--- config.mk ---
export PLATFORM = sky130hd
export DESIGN_NAME = x_serializer
export DESIGN_NICKNAME = d
export VERILOG_FILES = /design/src/rtl/x_serializer_pkg.sv /design/src/rtl/x_serializer.sv
export SDC_FILE = /design/constraint.sdc
export NUM_CORES = 1
export LEC_CHECK = 0
export BUFFER_PORTS_ARGS = -buffer_cell sky130_fd_sc_hd__buf_2
export CAP_MARGIN = 25
export CORE_MARGIN = 2
export CORE_UTILIZATION = 35
export DETAILED_ROUTE_END_ITERATION = 10
export PLACE_DENSITY = 0.58
export RECOVER_POWER = 25
export SLEW_MARGIN = 10
export SYNTH_ARGS = -nofsm -noshare
export SYNTH_HDL_FRONTEND = slang
export SYNTH_SLANG_ARGS = --single-unit
--- constraint.sdc ---
create_clock -name clk -period 2 [get_ports clk]
set_input_delay 0.3 -clock clk [delete_from_list [all_inputs] [get_ports clk]]
set_output_delay 0.3 -clock clk [all_outputs]
set_load 0.02 [all_outputs]
--- src/rtl/x_serializer_pkg.sv ---
// Shared definitions for the x serializer and the benches that decode its state.
package x_serializer_pkg;

  // Two-state control: waiting for a word, or shifting one out.
  typedef enum logic {
    IDLE  = 1'b0,
    SHIFT = 1'b1
  } state_e;

  // Level driven on x whenever no word is being shifted.
  localparam logic IDLE_X_DEFAULT = 1'b0;

  // Bit-counter width: clog2(width), never narrower than one bit.
  function automatic int count_width(input int width);
    return (width <= 2) ? 1 : $clog2(width);
  endfunction

endpackage

--- src/rtl/x_serializer.sv ---
// Parallel-to-serial front end: accepts a WIDTH-bit word over valid/ready and
// shifts it out one bit per enabled clock on a registered x, with x_valid and
// last marking the real stimulus cycles. Back-to-back words stream bubble-free.
module x_serializer
  import x_serializer_pkg::*;
#(
  parameter int   WIDTH     = 8,
  parameter logic IDLE_X    = IDLE_X_DEFAULT,
  parameter bit   MSB_FIRST = 1'b1
) (
  input  logic             clk,
  input  logic             reset,
  input  logic [WIDTH-1:0] data_in,
  input  logic             load_valid,
  output logic             load_ready,
  input  logic             advance,
  output logic             x,
  output logic             x_valid,
  output logic             last,
  output logic             busy
);

  localparam int            CW         = count_width(WIDTH);
  localparam logic [CW-1:0] LAST_COUNT = CW'(WIDTH - 1);

  state_e           r_state, w_state_nxt;
  logic [CW-1:0]    r_count, w_count_nxt, w_count_inc;
  logic [WIDTH-1:0] r_shift, w_shift_nxt, w_shifted;
  logic             r_x, w_x_nxt;
  logic             r_x_valid, w_x_valid_nxt;
  logic             r_last, w_last_nxt;
  logic             w_on_final;
  logic             w_accept;
  logic             w_first_bit;
  logic             w_next_bit;

  // The final bit is being consumed this cycle; a new word may slot in here.
  assign w_on_final  = (r_state == SHIFT) && advance && (r_count == LAST_COUNT);
  assign load_ready  = !reset && ((r_state == IDLE) || w_on_final);
  assign w_accept    = load_valid && load_ready;
  assign w_count_inc = r_count + CW'(1);

  // Bit order is fixed per instance. The register rotates rather than shifting
  // in zeros so that every stored bit stays live; the wrapped-around bit is
  // never presented because the counter ends the word first.
  if (MSB_FIRST) begin : g_msb_first
    assign w_first_bit = data_in[WIDTH-1];
    assign w_shifted   = {r_shift[WIDTH-2:0], r_shift[WIDTH-1]};
    assign w_next_bit  = w_shifted[WIDTH-1];
  end else begin : g_lsb_first
    assign w_first_bit = data_in[0];
    assign w_shifted   = {r_shift[0], r_shift[WIDTH-1:1]};
    assign w_next_bit  = w_shifted[0];
  end

  // Next-state and next-output logic for the IDLE/SHIFT controller.
  always_comb begin
    // NOTE: every target gets a hold value first so no path leaves one
    // unassigned; a missing default here would infer a latch.
    w_state_nxt   = r_state;
    w_count_nxt   = r_count;
    w_shift_nxt   = r_shift;
    w_x_nxt       = r_x;
    w_x_valid_nxt = r_x_valid;
    w_last_nxt    = r_last;

    if (w_accept) begin
      // New word: first bit appears on x one cycle after acceptance.
      w_state_nxt   = SHIFT;
      w_count_nxt   = '0;
      w_shift_nxt   = data_in;
      w_x_nxt       = w_first_bit;
      w_x_valid_nxt = 1'b1;
      w_last_nxt    = 1'b0;
    end else if ((r_state == SHIFT) && advance) begin
      if (r_count == LAST_COUNT) begin
        // Final bit consumed with nothing queued behind it.
        w_state_nxt   = IDLE;
        w_count_nxt   = '0;
        w_x_nxt       = IDLE_X;
        w_x_valid_nxt = 1'b0;
        w_last_nxt    = 1'b0;
      end else begin
        w_count_nxt   = w_count_inc;
        w_shift_nxt   = w_shifted;
        w_x_nxt       = w_next_bit;
        w_x_valid_nxt = 1'b1;
        w_last_nxt    = (w_count_inc == LAST_COUNT);
      end
    end
    // SHIFT with advance low: everything holds via the defaults (stall).
  end

  // State and output registers with synchronous active-high reset.
  always_ff @(posedge clk) begin
    // NOTE: sequential state uses non-blocking assignments so every register
    // samples the pre-edge values regardless of statement order.
    if (reset) begin
      r_state   <= IDLE;
      r_count   <= '0;
      r_shift   <= '0;
      r_x       <= IDLE_X;
      r_x_valid <= 1'b0;
      r_last    <= 1'b0;
    end else begin
      r_state   <= w_state_nxt;
      r_count   <= w_count_nxt;
      r_shift   <= w_shift_nxt;
      r_x       <= w_x_nxt;
      r_x_valid <= w_x_valid_nxt;
      r_last    <= w_last_nxt;
    end
  end

  assign x       = r_x;
  assign x_valid = r_x_valid;
  assign last    = r_last;
  assign busy    = (r_state == SHIFT);

endmodule

======== Word level (Yosys, flattened, before mapping) ========
Index checks and enable logic that the tools add are counted.
word-level totals
  register bits ........................... 15
  bits of input ports ..................... 12
  output and inout port bits .............. 5
  logic and storage cells ................. 36
cells by class
  add/subtract/negate cells ............... 1
  equality and inequality tests ........... 3
  muxes and demuxes ....................... 14
  bitwise gates (word level) .............. 1
  reduce and logical (&&, ||, !) cells .... 11
operator list
  kind                   number
  $mux W8                3
  $mux W1                10
  $eq A3 B3 Y1 const B   2
  $logic_and A1 B1 Y1    4
  $reduce_and A2 Y1      2
  $reduce_bool A2 Y1     2
  $add A3 B1 Y3 const B  1
  $mux W3                1
  $ne A2 B2 Y1 const B   1
  $reduce_or A2 Y1       1
  $logic_not A1 Y1       1
  $logic_or A1 B1 Y1     1
  $not A1 Y1             1

======== Logic depth before layout (Yosys ltp) ========
Gate-level depths: netlist of run 1.
  word-level depth ........................ 7
  mapped depth ............................ 6
  mapped depth without buffers ............ 5

======== Worst setup path before layout of run 1 ========
Ideal clock, no wire load.
  path type ............................... register to output
  start ................................... register r_count[1]
  end ..................................... output port load_ready
  arrival time ............................ 1.218 ns
  data required time ...................... 1.700 ns
  slack ................................... 0.482 ns
  stages on the path, launching flop included .. 6
  path buffers ............................ 1
  cell sequence ........................... dfxtp_1 ha_1 ha_1 a21boi_1 buf_2 nor2_1
between the ends
  word-level cells in the longest chain between the ends .. 4
RTL lines
  item                    RTL line             source
  from (decl)             x_serializer.sv:27   logic [CW-1:0] r_count, w_count_nxt, w_count_inc;
  from (signal assigned)  x_serializer.sv:107  r_count <= w_count_nxt;
  $eq A3 B3 Y1            x_serializer.sv:38   assign w_on_final = (r_state == SHIFT) && advance && (r_count == LAST_COUNT);
  $logic_and A1 B1 Y1     x_serializer.sv:38
  $logic_or A1 B1 Y1      x_serializer.sv:39   assign load_ready = !reset && ((r_state == IDLE) || w_on_final);
  $logic_and A1 B1 Y1     x_serializer.sv:39
  to (decl)               x_serializer.sv:15   output logic load_ready,
Every way passes these cells.

======== Worst setup path in the final report of run 1 ========
Same ends and word-level chain as after synthesis.

==> results.cfg, run 1 <==
[cts]
hold_buffers = 0
clkSlewWorstSetupHoldPaths_ns = 0.08
cts_tree = built
ctsResizeCount = 0
clock_latency_ns = 0.28
cts_made_buffers = 3
cts_max_path_buffers = 2
clkSinkCount = 15
htreeDepth = 1
cts-root-buf = clkbuf_4
cts_setup_buffers = 0

[worst_setup_path]
path_cells = ha_1 > ha_1 > a21boi_1 > buf_4 > nor2_1 > buf_2
critPathBufInv = 2
cp_common_cell = ha_1
worstPathArrival_ns = 1.57
critPathSlowestCell = dfxtp_1
path_class = flip-flop to output port
worst-path-max-fanout = 13
crit_required_ns = 1.70
path_delay_family = adder cells
start_kind = flip-flop
critPathCaptureType = output port
critPathMaxStageDelay_ns = 0.34

[final_layout]
area_growth_pct = 15.4
nNetsFinal = 119
finish.utilization_pct = 43.9
layout.cells.non_filler = 130
antenna_cells = 0
drive_gt1_share_pct = 19.4

[sta]
rsz0062_at_grt = false
fin_tns_setup_ns = 0
fin_ws_ns = 0.133
clock_skew_ns = 0.00166
finalMaxSlewViolations = 0
max_freq_mhz = 536
hold_viol = 0
relSlewSlack_pct = 64.4
setup_viol = 0
finalCritPeriodShare_pct = 93.4
tightest_slew_ns = 0.533
fin_crit_ns = 1.87

[flow_run]
maxCapViolCount = 0

[routing]
wire_per_inst_um = 13.0
drtIter0Drc = 15
routed.top_layer = met4
dr.pass1.iters = 4
vias_per_cell = 5.16
vias = 671
wl_met3_um = 96
drc = 0
wl_um = 1690
wl_met1_um = 889
wl_met2_um = 686
drtAntennaViolNets = 0

[die]
core.rowCount = 16
dieArea_um2 = 2570
die_width_um = 50.7
start_util_pct = 38.1
fp.dieH_um = 50.7
io_pins = 17
core-area_um2 = 2000

[synth]
avgSynthCellArea_um2 = 8.86
synthesis.nets = 101
synth_cell_types = 24
ys_seq_area_share_pct = 39.4
yosysMostFrequentCell = dfxtp_1
ys_top_cells_by_count = 15 x dfxtp_1, 9 x nand2_1, 7 x nor3_1, 6 x a211oi_1, 6 x mux2i_1
synth_flop_cell = dfxtp_1
syn_inst = 86
yosys_warnings = 0
async_reset_ff_share_pct = 0
synth_top_area_share_pct = 39.4
ys_seq_elements = 15
synth_area_um2 = 762
yosysTopAreaCell = dfxtp_1
synthTopCellsByArea = dfxtp_1 39%, mux2i_1 7.9%, a211oi_1 5.9%, ha_1 4.9%, nor3_1 4.6%
synth_edf_count = 0

[placed_design]
dp_cells = 126
gp_congestion = 0.759
post-place-ws_ns = 0.225
io_buffers = 16
post-dp-hpwl_um = 1240

[power_and_ir_drop]
p_clk_share_pct = 28.2
seqPwrFrac_pct = 54.6
combinationalPowerShare_pct = 17.2
p_switching_mw = 0.163
p_sw_share_pct = 27.2
p_int_mw = 0.437
p_per_area_nw_per_um2 = 682
vdd_drop_max_v = 0.000286
p_leak_nw = 0.373

[global_route]
grt_pass1_wl_um = 2910
grt_pass1_vias = 625
overflow = 0
antenna_found_initial = 0
grt_max_degree = 15
track_usage_pct = 15.3

[status]
status = completed

[hold_path]
worst_hold_path_type = input port to flip-flop
[final cells by class]
| class | count | area [µm²] |
|---|---|---|
| multi-input combinational | 61 | 405 |
| clock buffer | 4 | 26.3 |
| fill | 220 | 1120 |
| tap | 27 | 33.8 |
| timing repair buffer | 20 | 103 |
| sequential | 15 | 300 |
| inverter | 3 | 11.3 |
[stage by stage]
stage	instance area, µm²	power [mW]	hold slack (ns)
after floorplan	762	0.404	0.369
after global placement	861	0.439	0.442
after detailed placement	861	0.440	0.445
after CTS	887	0.611	0.346
after global routing	880	0.637	0.351
final	880	0.600	0.345
[sequential cells by signal, indices dropped and copies added, names as in the netlist]
register	flops
busy	1
last	1
x_valid	1
r_shift	8
r_count	3
x	1
[tightest hold or removal path: cells and delay by family]
family                 cells  cell delay [ns]
buffers and inverters      1             0.15
AND/OR/NAND/NOR            2             0.13
[routing by layer]
layer	track usage [%]	up-vias
met1	23.0	300
met4	6.76	0
met3	3.57	4
met5	0	-
li1	-	344
met2	20.4	23
[placed cells by master, fill, tap and decap left out, types with 2 or more instances in the layout]
cell and count:
nor3_1 7, clkbuf_4 3, nand2_1 9, a21o_1 3, nor2b_1 2, clkbuf_1 5, a21oi_1 3, buf_4 3
inv_1 3, buf_2 13, o211ai_1 3, mux2i_1 6, nor2_1 4, nand4_1 4, ha_1 3, a31oi_1 4
a211oi_1 6, dfxtp_1 15
[power groups by stage]
stage / clock, mW / combinational, mW / sequential, mW
after floorplan: 0 / 0.0660 / 0.338
after global placement: 0 / 0.104 / 0.334
after detailed placement: 0 / 0.105 / 0.334
after CTS: 0.178 / 0.106 / 0.328
after global routing: 0.191 / 0.116 / 0.330
final: 0.169 / 0.103 / 0.328
[kinds of logic after synthesis]
| kind of cell | synth area share [%] |
|---|---|
| AOI/OAI and AO/OA | 21.0 |
| adders and majority gates | 4.93 |
| buffers and inverters | 7.39 |
| DFF | 39.4 |
| muxes | 7.88 |
| and+or+nand+nor | 19.4 |
[final timing paths]
| path | to | start | cells past startpoint | slack, ns |
|---|---|---|---|---|
| hold reg to reg | last | last | 2 | 0.46 |
| setup / recovery | load_ready | r_count[1] | 6 | 0.13 |
| setup reg to reg | r_shift[6] | r_count[1] | 5 | 0.22 |
| hold / removal | busy | load_valid | 3 | 0.34 |
Note: power is estimated with default switching activity, not from simulation.
==> run 2: changes to the inputs <==
- CORE_MARGIN: 2 -> 3
- CORE_UTILIZATION: 35 -> 51
- PLACE_DENSITY: 0.58 -> 0.78
==> results.cfg, run 2 (synthesis gave the netlist of run 1 again) <==
[sta]
hold_viol = 0
rsz0062_at_grt = false
tightest_slew_ns = 0.488
max_freq_mhz = 534
relSlewSlack_pct = 67.4
fin_crit_ns = 1.87
finalCritPeriodShare_pct = 93.7
clock_skew_ns = 0.0100
finalMaxSlewViolations = 0
fin_tns_setup_ns = 0
setup_viol = 0

[global_route]
antenna_found_initial = 0
grt_max_degree = 15
track_usage_pct = 17.8
grt_pass1_wl_um = 2620
overflow = 0
grt_pass1_vias = 590

[power_and_ir_drop]
vdd_drop_max_v = 0.000448
p_per_area_nw_per_um2 = 681
p_leak_nw = 0.380

[final_layout]
largest_reg_flops = 8
final_common_cell = dfxtp_1
layout.cells.non_filler = 119
antenna_cells = 0
area_growth_pct = 15.8
top_register = r_shift
layout_common_cells = 15 x dfxtp_1, 12 x buf_2, 9 x nand2_1, 7 x nor3_1
drive_gt1_share_pct = 21.2
top_regs = r_shift: 8 flops, r_count: 3 flops
fillCellCount = 125
nNetsFinal = 120

[placed_design]
dp_cells = 113
gp_congestion = 0.793
io_buffers = 16
post-dp-hpwl_um = 1150

[cts]
hold_buffers = 0
cts_tree = built
cts_made_buffers = 3
cts_max_path_buffers = 2
clkSlewWorstSetupHoldPaths_ns = 0.07
htreeDepth = 1
clkSinkCount = 15
cts-root-buf = clkbuf_4
clock_latency_ns = 0.28

[hold_path]
worst_hold_path_type = input port to flip-flop
min-delay-start = load_valid

[worst_setup_path]
r2r-start = r_count[1]
crit_path_start = r_count[1]
start_kind = flip-flop
critPathCaptureType = output port
path_class = flip-flop to output port
crit_required_ns = 1.70
worst-path-max-fanout = 5
worstPathArrival_ns = 1.57

[routing]
vias = 666
vias_per_cell = 5.60
dr.pass1.iters = 4
wl_um = 1580
wire_per_inst_um = 13.3
drc = 0
drtAntennaViolNets = 0
drtIter0Drc = 31

[die]
fp.dieH_um = 44.7
die_width_um = 44.7
io_pins = 17
core-area_um2 = 1350
core.rowCount = 13
dieArea_um2 = 1990
start_util_pct = 56.4

[status]
status = completed

[flow_run]
maxCapViolCount = 0
run 2: layout make-up:
class                   count  area (µm²)  share of cell area, %
clock buffers               4        26.3                   2.98
inverters                   3        11.3                   1.28
multi-input cells          61         409                   46.4
flip-flops and latches     15         300                   34.0
well taps                  15        18.8                   2.13
repair buffers             21         116                   13.2
run 2: per-layer routing:
metal / GRT usage (%) / wire, µm
met5: 0 / 0
met4: 6.63 / 12
met3: 6.50 / 115
met2: 24.6 / 702
met1: 24.8 / 746
run 2: what timing repair did:
item | in CTS | in global routing
cloned | 0 | 0
pin swaps | 0 | 1
setup buffers | 0 | 2
setup endpoints to repair | 1 | 1
resized for setup | 1 | 1
run 2: report_power, final:
group	total [mW]	internal [mW]	switching [mW]	leakage (nW)
sequential	0.327	0.317	0.0100	0.123
combinational	0.107	0.0464	0.0610	0.242
clock	0.167	0.0775	0.0892	0.0150
run 2: stage by stage:
step | setup WS [ns] | power [mW] | cell area [µm²] | hold WS (ns) | util [%]
floorplan | 0.482 | 0.404 | 762 | 0.369 | -
global placement | 0.307 | 0.434 | 838 | 0.441 | 62.1
detailed placement | 0.259 | 0.437 | 838 | 0.450 | 62.1
CTS | 0.0575 | 0.604 | 868 | 0.330 | 64.3
global route | 0.0208 | 0.636 | 882 | 0.349 | 65.3
finish | 0.127 | 0.601 | 882 | 0.331 | 65.3
run 2: final timing paths:
path,cells after the start,slack [ns],end
max,6,0.13,load_ready
min,3,0.33,busy
max reg2reg,6,0.21,r_shift[3]
min reg2reg,2,0.46,last
run 2: critical path, cell delays in order (launching register included):
cell	delay, ns
dfxtp_1	0.33
ha_1	0.18
ha_1	0.22
a21boi_2	0.23
buf_6	0.14
nor2_1	0.03
buf_2	0.16
